[src/rtl/ipm2t_hssthp_rx_link_sync_32b_pkg.sv]
// Shared definitions for the HSST HP receive link-synchronisation stage:
// LSM state encodings, the K28.5 comma constant and the error counter width.
package ipm2t_hssthp_rx_link_sync_32b_pkg;

    typedef enum logic [1:0] {
        LSM_LOS      = 2'd0,
        LSM_CHECK    = 2'd1,
        LSM_SYNC     = 2'd2,
        LSM_SYNC_ERR = 2'd3
    } lsm_state_t;

    localparam logic [7:0] K28_5     = 8'hBC;
    localparam int         ERR_CNT_W = 16;
    localparam logic [ERR_CNT_W-1:0] ERR_CNT_MAX = '1;

    // Data is only qualified while the link is considered synchronised.
    function automatic logic lsm_is_synced(input lsm_state_t s);
        return (s == LSM_SYNC) || (s == LSM_SYNC_ERR);
    endfunction

endpackage

[src/rtl/ipm2t_hssthp_rx_link_sync_32b_if.sv]
// Aligned-word bus from the comma aligner and the registered word handed downstream.
interface ipm2t_hssthp_rx_link_sync_32b_if;

    logic        i_comma_aligned;
    logic [31:0] i_align_rxd;
    logic [3:0]  i_align_rxk;
    logic [3:0]  i_align_rdisper;
    logic [3:0]  i_align_rdecer;
    logic [31:0] o_rxd;
    logic [3:0]  o_rxk;
    logic        o_rx_valid;

    // master: aligner side / consumer of the qualified word
    modport master (
        output i_comma_aligned, i_align_rxd, i_align_rxk, i_align_rdisper, i_align_rdecer,
        input  o_rxd, o_rxk, o_rx_valid
    );

    // slave: the link-synchronisation stage
    modport slave (
        input  i_comma_aligned, i_align_rxd, i_align_rxk, i_align_rdisper, i_align_rdecer,
        output o_rxd, o_rxk, o_rx_valid
    );

endinterface

[src/rtl/ipm2t_hssthp_rx_word_check.sv]
// Combinational per-word decode of one 4-byte slice: error, leading comma and
// comma found in a non-zero byte lane. Reusable for the high lane in 64-bit mode.
module ipm2t_hssthp_rx_word_check
    import ipm2t_hssthp_rx_link_sync_32b_pkg::*;
#(
    parameter logic [7:0] COMMA = K28_5
) (
    input  logic [31:0] rxd,
    input  logic [3:0]  rxk,
    input  logic [3:0]  rdisper,
    input  logic [3:0]  rdecer,
    output logic        bad,
    output logic        comma0,
    output logic        misplaced
);

    logic [3:0] comma_byte;

    genvar gi;
    generate
        for (gi = 0; gi < 4; gi++) begin : g_byte
            assign comma_byte[gi] = rxk[gi] & (rxd[8*gi +: 8] == COMMA);
        end
    endgenerate

    assign bad       = |(rdisper | rdecer);
    assign comma0    = comma_byte[0] & ~bad;
    assign misplaced = |comma_byte[3:1];

endmodule

[src/rtl/ipm2t_hssthp_rx_link_sync_32b.sv]
// Receive link-synchronisation stage: loss-of-sync state machine, error budget,
// saturating bad-word counter and one-cycle registered data path.
module ipm2t_hssthp_rx_link_sync_32b
    import ipm2t_hssthp_rx_link_sync_32b_pkg::*;
#(
    parameter logic [7:0] COMMA        = K28_5,
    parameter int         SYNC_CNT     = 4,
    parameter int         ERR_LIMIT    = 4,
    parameter int         GOOD_RECOVER = 16
) (
    input  logic                 clk,
    input  logic                 rst,
    input  logic                 enable,
    input  logic                 i_err_cnt_clr,
    ipm2t_hssthp_rx_link_sync_32b_if.slave rx,
    output logic                 o_link_sync,
    output logic [1:0]           o_lsm_state,
    output logic                 o_realign_req,
    output logic [ERR_CNT_W-1:0] o_err_cnt
);

    localparam logic [3:0] SYNC_CNT_C     = 4'(SYNC_CNT);
    localparam logic [3:0] ERR_LIMIT_C    = 4'(ERR_LIMIT);
    localparam logic [7:0] GOOD_RECOVER_C = 8'(GOOD_RECOVER);

    logic bad, comma0, misplaced, fault;

    lsm_state_t           state_reg, state_next;
    logic [3:0]           cnt_reg, cnt_next;
    logic [3:0]           budget_reg, budget_next;
    logic [7:0]           good_reg, good_next;
    logic                 realign_reg, realign_next;
    logic [ERR_CNT_W-1:0] err_cnt_reg, err_cnt_next;
    logic                 link_sync_reg;
    logic [31:0]          rxd_reg;
    logic [3:0]           rxk_reg;
    logic                 rx_valid_reg;

    ipm2t_hssthp_rx_word_check #(
        .COMMA (COMMA)
    ) u_word_check (
        .rxd       (rx.i_align_rxd),
        .rxk       (rx.i_align_rxk),
        .rdisper   (rx.i_align_rdisper),
        .rdecer    (rx.i_align_rdecer),
        .bad       (bad),
        .comma0    (comma0),
        .misplaced (misplaced)
    );

    assign fault = bad | misplaced;

    always_comb begin
        state_next   = state_reg;
        cnt_next     = cnt_reg;
        budget_next  = budget_reg;
        good_next    = good_reg;
        realign_next = 1'b0;
        if (!enable) begin
            state_next  = LSM_LOS;
            cnt_next    = '0;
            budget_next = '0;
            good_next   = '0;
        end else begin
            case (state_reg)
                LSM_LOS: begin
                    if (rx.i_comma_aligned && comma0) begin
                        if (SYNC_CNT == 1) begin
                            state_next = LSM_SYNC;
                            cnt_next   = '0;
                        end else begin
                            state_next = LSM_CHECK;
                            cnt_next   = 4'd1;
                        end
                    end
                end
                LSM_CHECK: begin
                    if (fault || !rx.i_comma_aligned) begin
                        state_next = LSM_LOS;
                        cnt_next   = '0;
                    end else if (comma0) begin
                        if (cnt_reg + 4'd1 == SYNC_CNT_C) begin
                            state_next = LSM_SYNC;
                            cnt_next   = '0;
                        end else begin
                            cnt_next = cnt_reg + 4'd1;
                        end
                    end
                end
                LSM_SYNC: begin
                    if (fault) begin
                        state_next  = LSM_SYNC_ERR;
                        budget_next = 4'd1;
                        good_next   = '0;
                    end
                end
                LSM_SYNC_ERR: begin
                    if (fault) begin
                        good_next = '0;
                        // Error budget exhausted: drop sync and ask the aligner to re-hunt.
                        if (budget_reg + 4'd1 == ERR_LIMIT_C) begin
                            state_next   = LSM_LOS;
                            budget_next  = '0;
                            realign_next = 1'b1;
                        end else begin
                            budget_next = budget_reg + 4'd1;
                        end
                    end else if (good_reg + 8'd1 == GOOD_RECOVER_C) begin
                        good_next   = '0;
                        budget_next = budget_reg - 4'd1;
                        if (budget_reg == 4'd1) begin
                            state_next = LSM_SYNC;
                        end
                    end else begin
                        good_next = good_reg + 8'd1;
                    end
                end
                default: begin
                    state_next = LSM_LOS;
                end
            endcase
        end
    end

    // Counting follows the current state, independent of enable.
    always_comb begin
        err_cnt_next = err_cnt_reg;
        if (i_err_cnt_clr) begin
            err_cnt_next = '0;
        end else if (bad && lsm_is_synced(state_reg) && (err_cnt_reg != ERR_CNT_MAX)) begin
            err_cnt_next = err_cnt_reg + 1'b1;
        end
    end

    always_ff @(posedge clk) begin
        if (rst) begin
            state_reg     <= LSM_LOS;
            cnt_reg       <= '0;
            budget_reg    <= '0;
            good_reg      <= '0;
            realign_reg   <= 1'b0;
            err_cnt_reg   <= '0;
            link_sync_reg <= 1'b0;
            rxd_reg       <= '0;
            rxk_reg       <= '0;
            rx_valid_reg  <= 1'b0;
        end else begin
            state_reg     <= state_next;
            cnt_reg       <= cnt_next;
            budget_reg    <= budget_next;
            good_reg      <= good_next;
            realign_reg   <= realign_next;
            err_cnt_reg   <= err_cnt_next;
            link_sync_reg <= lsm_is_synced(state_next);
            rxd_reg       <= rx.i_align_rxd;
            rxk_reg       <= rx.i_align_rxk;
            rx_valid_reg  <= lsm_is_synced(state_next) & ~bad;
        end
    end

    assign rx.o_rxd      = rxd_reg;
    assign rx.o_rxk      = rxk_reg;
    assign rx.o_rx_valid = rx_valid_reg;
    assign o_link_sync   = link_sync_reg;
    assign o_lsm_state   = state_reg;
    assign o_realign_req = realign_reg;
    assign o_err_cnt     = err_cnt_reg;

endmodule

[src/flat_wrapper.sv]
// flat-port wrapper written by rule: the top's interface ports become plain ports
module ipm2t_hssthp_rx_link_sync_32b_flat import ipm2t_hssthp_rx_link_sync_32b_pkg::*;
#(
    parameter logic [7:0] COMMA        = K28_5,
    parameter int         SYNC_CNT     = 4,
    parameter int         ERR_LIMIT    = 4,
    parameter int         GOOD_RECOVER = 16
)
  (clk, rst, enable, i_err_cnt_clr, o_link_sync, o_lsm_state, o_realign_req, o_err_cnt, rx_i_comma_aligned, rx_i_align_rxd, rx_i_align_rxk, rx_i_align_rdisper, rx_i_align_rdecer, rx_o_rxd, rx_o_rxk, rx_o_rx_valid);
  ipm2t_hssthp_rx_link_sync_32b_if rx_i ();
  input  logic clk;
  input  logic rst;
  input  logic enable;
  input  logic i_err_cnt_clr;
  output logic o_link_sync;
  output logic [1:0] o_lsm_state;
  output logic o_realign_req;
  output logic [ERR_CNT_W-1:0] o_err_cnt;
  input wire logic [$bits(rx_i.i_comma_aligned)-1:0] rx_i_comma_aligned;
  input wire logic [$bits(rx_i.i_align_rxd)-1:0] rx_i_align_rxd;
  input wire logic [$bits(rx_i.i_align_rxk)-1:0] rx_i_align_rxk;
  input wire logic [$bits(rx_i.i_align_rdisper)-1:0] rx_i_align_rdisper;
  input wire logic [$bits(rx_i.i_align_rdecer)-1:0] rx_i_align_rdecer;
  output wire logic [$bits(rx_i.o_rxd)-1:0] rx_o_rxd;
  output wire logic [$bits(rx_i.o_rxk)-1:0] rx_o_rxk;
  output wire logic [$bits(rx_i.o_rx_valid)-1:0] rx_o_rx_valid;
  assign rx_i.i_comma_aligned = rx_i_comma_aligned;
  assign rx_i.i_align_rxd = rx_i_align_rxd;
  assign rx_i.i_align_rxk = rx_i_align_rxk;
  assign rx_i.i_align_rdisper = rx_i_align_rdisper;
  assign rx_i.i_align_rdecer = rx_i_align_rdecer;
  assign rx_o_rxd = rx_i.o_rxd;
  assign rx_o_rxk = rx_i.o_rxk;
  assign rx_o_rx_valid = rx_i.o_rx_valid;
  ipm2t_hssthp_rx_link_sync_32b #(.COMMA(COMMA), .SYNC_CNT(SYNC_CNT), .ERR_LIMIT(ERR_LIMIT), .GOOD_RECOVER(GOOD_RECOVER)) u_core (.clk(clk), .rst(rst), .enable(enable), .i_err_cnt_clr(i_err_cnt_clr), .rx(rx_i), .o_link_sync(o_link_sync), .o_lsm_state(o_lsm_state), .o_realign_req(o_realign_req), .o_err_cnt(o_err_cnt));
endmodule
[config.mk]
export PLATFORM = sky130hd
export DESIGN_NAME = ipm2t_hssthp_rx_link_sync_32b_flat
export DESIGN_NICKNAME = d
export VERILOG_FILES = /design/src/rtl/ipm2t_hssthp_rx_link_sync_32b_pkg.sv /design/src/rtl/ipm2t_hssthp_rx_link_sync_32b_if.sv /design/src/rtl/ipm2t_hssthp_rx_word_check.sv /design/src/rtl/ipm2t_hssthp_rx_link_sync_32b.sv /design/src/flat_wrapper.sv
export SDC_FILE = /design/constraint.sdc
export NUM_CORES = 1
export LEC_CHECK = 0
export ABC_AREA = 1
export BUFFER_PORTS_ARGS = -buffer_cell sky130_fd_sc_hd__clkbuf_2
export CAP_MARGIN = 40
export CORE_MARGIN = 5
export CORE_UTILIZATION = 41
export CTS_BUF_LIST = sky130_fd_sc_hd__clkbuf_16
export DETAILED_ROUTE_END_ITERATION = 16
export GPL_TIMING_DRIVEN = 0
export HOLD_SLACK_MARGIN = 0.12
export PLACE_DENSITY = 0.73
export SLEW_MARGIN = 40
export SYNTH_ARGS = -nofsm -noshare
export SYNTH_HDL_FRONTEND = slang
export SYNTH_SLANG_ARGS = --single-unit
[constraint.sdc]
create_clock -name clk -period 1.7 [get_ports clk]
set_input_delay 0.17 -clock clk [delete_from_list [all_inputs] [get_ports clk]]
set_output_delay 0.17 -clock clk [all_outputs]
set_load 0.1 [all_outputs]
==> results by group <==
Outcome
  – Outcome: finished clean

Run
  – Max-Cap Viols: 0

Placement
  – IO Port Bufs: 105
  – GP Congestion: 0.844
  – Placed cell area: 3970 um^2
  – Placement Setup Slack: 0.00698 ns
  – Hpwl dp: 6380 um

Global routing
  – GR Layer Usage met3: 3.86%
  – GRT overflow: 0
  – Initial antenna violation count: 0
  – Routing usage on met2: 32.4%
  – Layer with the highest usage: met2
  – Total track usage: 18.6%
  – GR Util met1: 21.5%
  – Vias in the first global route: 3,446
  – First-pass GRT wire length: 15,000 um
  – Pin count of the biggest net entering global routing: 14

Cells and area
  – Share of cells above drive strength 1: 29.5%
  – ANT cells: 0
  – Area grow syn2layout: 45.5%
  – Fill count: 660
  – Final core utilization: 61.6%
  – Largest register FFs: 32
  – Nets: 672
  – Post-Layout Inst Area: 4760 um^2

Worst hold path
  – Worst Hold Class: primary input to register
  – HP Start: rx_i_align_rdisper[0]
  – Hold endpoint: u_core.rx.o_rx_valid$_SDFF_PP0_
  – Hold depth: 6

Die
  – Core box area: 7730 um^2
  – Initial Util: 42.3%
  – IO Pins: 106
  – Die width: 99.3 um
  – FP Rows: 32
  – Die height: 99.3 um
  – Die footprint: 9860 um^2

Synth
  – Mean post-synth cell area: 7.08 um^2
  – Seq/Total Area, Yosys: 44.7%
  – Most frequent cell after synthesis: nor2_1
  – Post-synth EDFFs: 0
  – Count of different cell masters after synthesis: 29
  – Asr flop ratio synth: 0%
  – Ranking of synthesized cells by area: dfxtp_1 45%, nor2_1 11%, nand2_1 10%
  – Synth area leader: dfxtp_1
  – Synthesized cell area: 3270 um^2
  – Share of the synthesized area in the top cell type: 44.7%
  – Top_reg_cell synth: dfxtp_1
  – Net count after synthesis: 518
  – Synthesized flop and latch total: 73
  – Top cells by instance count after synthesis: 96 x nor2_1, 89 x nand2_1, 73 x dfxtp_1
  – Synth Instances: 462
  – Syn. warnings: 0

STA
  – Tmin final: 1.62 ns
  – Final Hold Fails: 0
  – Slew HR: 54.6%
  – Final setup skew: 0.00722 ns
  – Max-slew violations: 0
  – Setup TNS: 0 ns
  – Tcrit/Tclk final: 95.5%
  – Worst-Margin Slew: 0.678 ns
  – Max Clock Freq: 616 MHz
  – Endpoints failing setup: 0
  – Setup WS post-layout: 0.0763 ns
  – RSZ-0062 raised after global routing: true

Critical path
  – FF-to-FF Start: u_core.good_reg[0]$_SDFFE_PP0P_
  – Crit Path Max Fanout: 6
  – R2r worst-path depth: 11
  – Slowest stage cell, crit path: dfxtp_4
  – Crit path max-delay family: simple AND/OR/NAND/NOR gates
  – Cell Chain, Critical Path: ha_4 > nand2_4 > inv_2 > nand3_2 > nand2_1 > nor2_1 > nand2_1 > o21ai_2 > nand2_4 > o21ai_2 > nor2_1
  – Reg2reg setup slack: 0.08 ns
  – Worst EP required: 1.92 ns
  – Crit end category: register
  – Crit Path Class: register to register
  – Bufs and invs on worst path: 1
  – CP Launch Type: register
  – Reg2Reg Capture Point: u_core.budget_reg[0]$_SDFFE_PP0P_
  – Worst path max stage delay: 0.36 ns
  – CP arrival: 1.85 ns

Clock tree
  – Clk root buf: clkbuf_16
  – CTS tree: done
  – Clk slew on worst S/H paths: 0.06 ns
  – Sink Count: 73
  – Clock latency on the worst-skew pair: 0.33 ns
  – Clock buffer depth: 2
  – Num CTS Buffers: 9
  – H-tree lvl count: 3

Pwr
  – Tot Pwr: 4.32 mW
  – Leak: 2.24 nW
  – PwrDens: 908 nW/um^2
  – Maximum VDD drop: 0.382 mV

Routing
  – Drt total wl: 9320 um
  – Remaining antenna violation count: 0
  – DR pass1 iterations: 4
  – DR vias: 3,480
  – Initial DRC Count: 94
  – DRC Markers: 0
  – Via/cell ratio: 4.81
  – Avg WL per Cell: 12.9 um
==> worst register-to-register path: stages (launching register included) <==
cell,delay (ns)
dfxtp_4,0.36
ha_4,0.17
nand2_4,0.08
inv_2,0.06
nand3_2,0.05
nand2_1,0.08
nor2_1,0.11
nand2_1,0.11
o21ai_2,0.20
nand2_4,0.11
o21ai_2,0.15
nor2_1,0.05
==> how the worst max path moves through the flow <==
stage,from,end,slack [ns],depth (start not counted)
floorplan,u_core.o_err_cnt[11]$_SDFFE_PP0P_,u_core.o_err_cnt[2]$_SDFFE_PP0P_,-0.03,8
global placement,rx_i_align_rdecer[3],u_core.budget_reg[0]$_SDFFE_PP0P_,0.06,13
detailed placement,u_core.good_reg[0]$_SDFFE_PP0P_,u_core.budget_reg[0]$_SDFFE_PP0P_,0.007,10
CTS,u_core.good_reg[0]$_SDFFE_PP0P_,u_core.budget_reg[0]$_SDFFE_PP0P_,0.004,11
global route,u_core.good_reg[3]$_SDFFE_PP0P_,u_core.budget_reg[0]$_SDFFE_PP0P_,-0.06,12
finish,u_core.good_reg[0]$_SDFFE_PP0P_,u_core.budget_reg[0]$_SDFFE_PP0P_,0.08,11
==> final cells by class <==
class / count / area (um^2) / share of cell area [%]
Tap cell: 102 / 128 / 2.68
Clock buffer: 10 / 250 / 5.26
Sequential cell: 73 / 1520 / 31.9
Multi-Input combinational cell: 306 / 1570 / 33.0
Timing Repair Buffer: 143 / 901 / 18.9
Clock inverter: 6 / 61.3 / 1.29
Buffer: 6 / 33.8 / 0.710
Inverter: 77 / 297 / 6.23
==> per-stage QoR <==
stage | cells | hold slack [ns]
after floorplan | 462 | 0.277
after global placement | 669 | 0.376
after detailed placement | 669 | 0.380
after CTS | 721 | 0.239
after global routing | 723 | 0.268
final | 723 | 0.245
==> cells by family (layout without fill, tap and decap cells) <==
logic type	after synthesis	after routing	share of synthesized area, %
adders and majority gates	7	7	2.68
and+or+nand+nor	249	249	33.8
buffers and inverters	83	242	9.76
AOI/OAI and AO/OA	41	41	6.66
DFF	73	73	44.7
xor gates and xnor gates	9	9	2.41
==> cells in the final DEF, fill, tap and decap left out, types with 3 or more instances in the layout <==
cell and count:
nor2_1 91, clkbuf_1 4, ha_1 5, nor2_2 5
nand4_1 6, nor3b_1 3, dfxtp_1 52, nand2_1 86
dfxtp_4 11, nor3_1 9, xor2_1 7, clkbuf_2 105
clkbuf_16 10, inv_1 69, inv_2 5, nand2_4 3
a21oi_1 20, dlygate4sd3_1 36, nand2_2 5, nand3_2 3
dfxtp_2 10, inv_4 4, o21ai_2 4, o21ai_0 13
nand3_1 29
==> repair_timing <==
action                                  4_1_cts  5_1_grt
setup buffers                                 0        2
resized for setup                             3       33
gates cloned                                  0        0
hold endpoints to repair                     36        0
endpoints found under the setup margin        4       27
pin swaps                                     0        7
hold buffers                                 36        0
==> metal layers <==
layer | vias up | share of wire [%]
li1 | 1751 | -
met1 | 1588 | 40
met2 | 113 | 51
met3 | 28 | 5.5
met4 | 0 | 3.0
met5 | - | 0
==> report_power, final <==
part | switching, mW | total [mW] | internal (mW)
logic | 0.458 | 0.609 | 0.151
registers | 0.0115 | 1.75 | 1.74
clock network | 0.733 | 1.96 | 1.23
total | 1.20 | 4.32 | 3.12
Note: power is estimated with default switching activity, not from simulation.
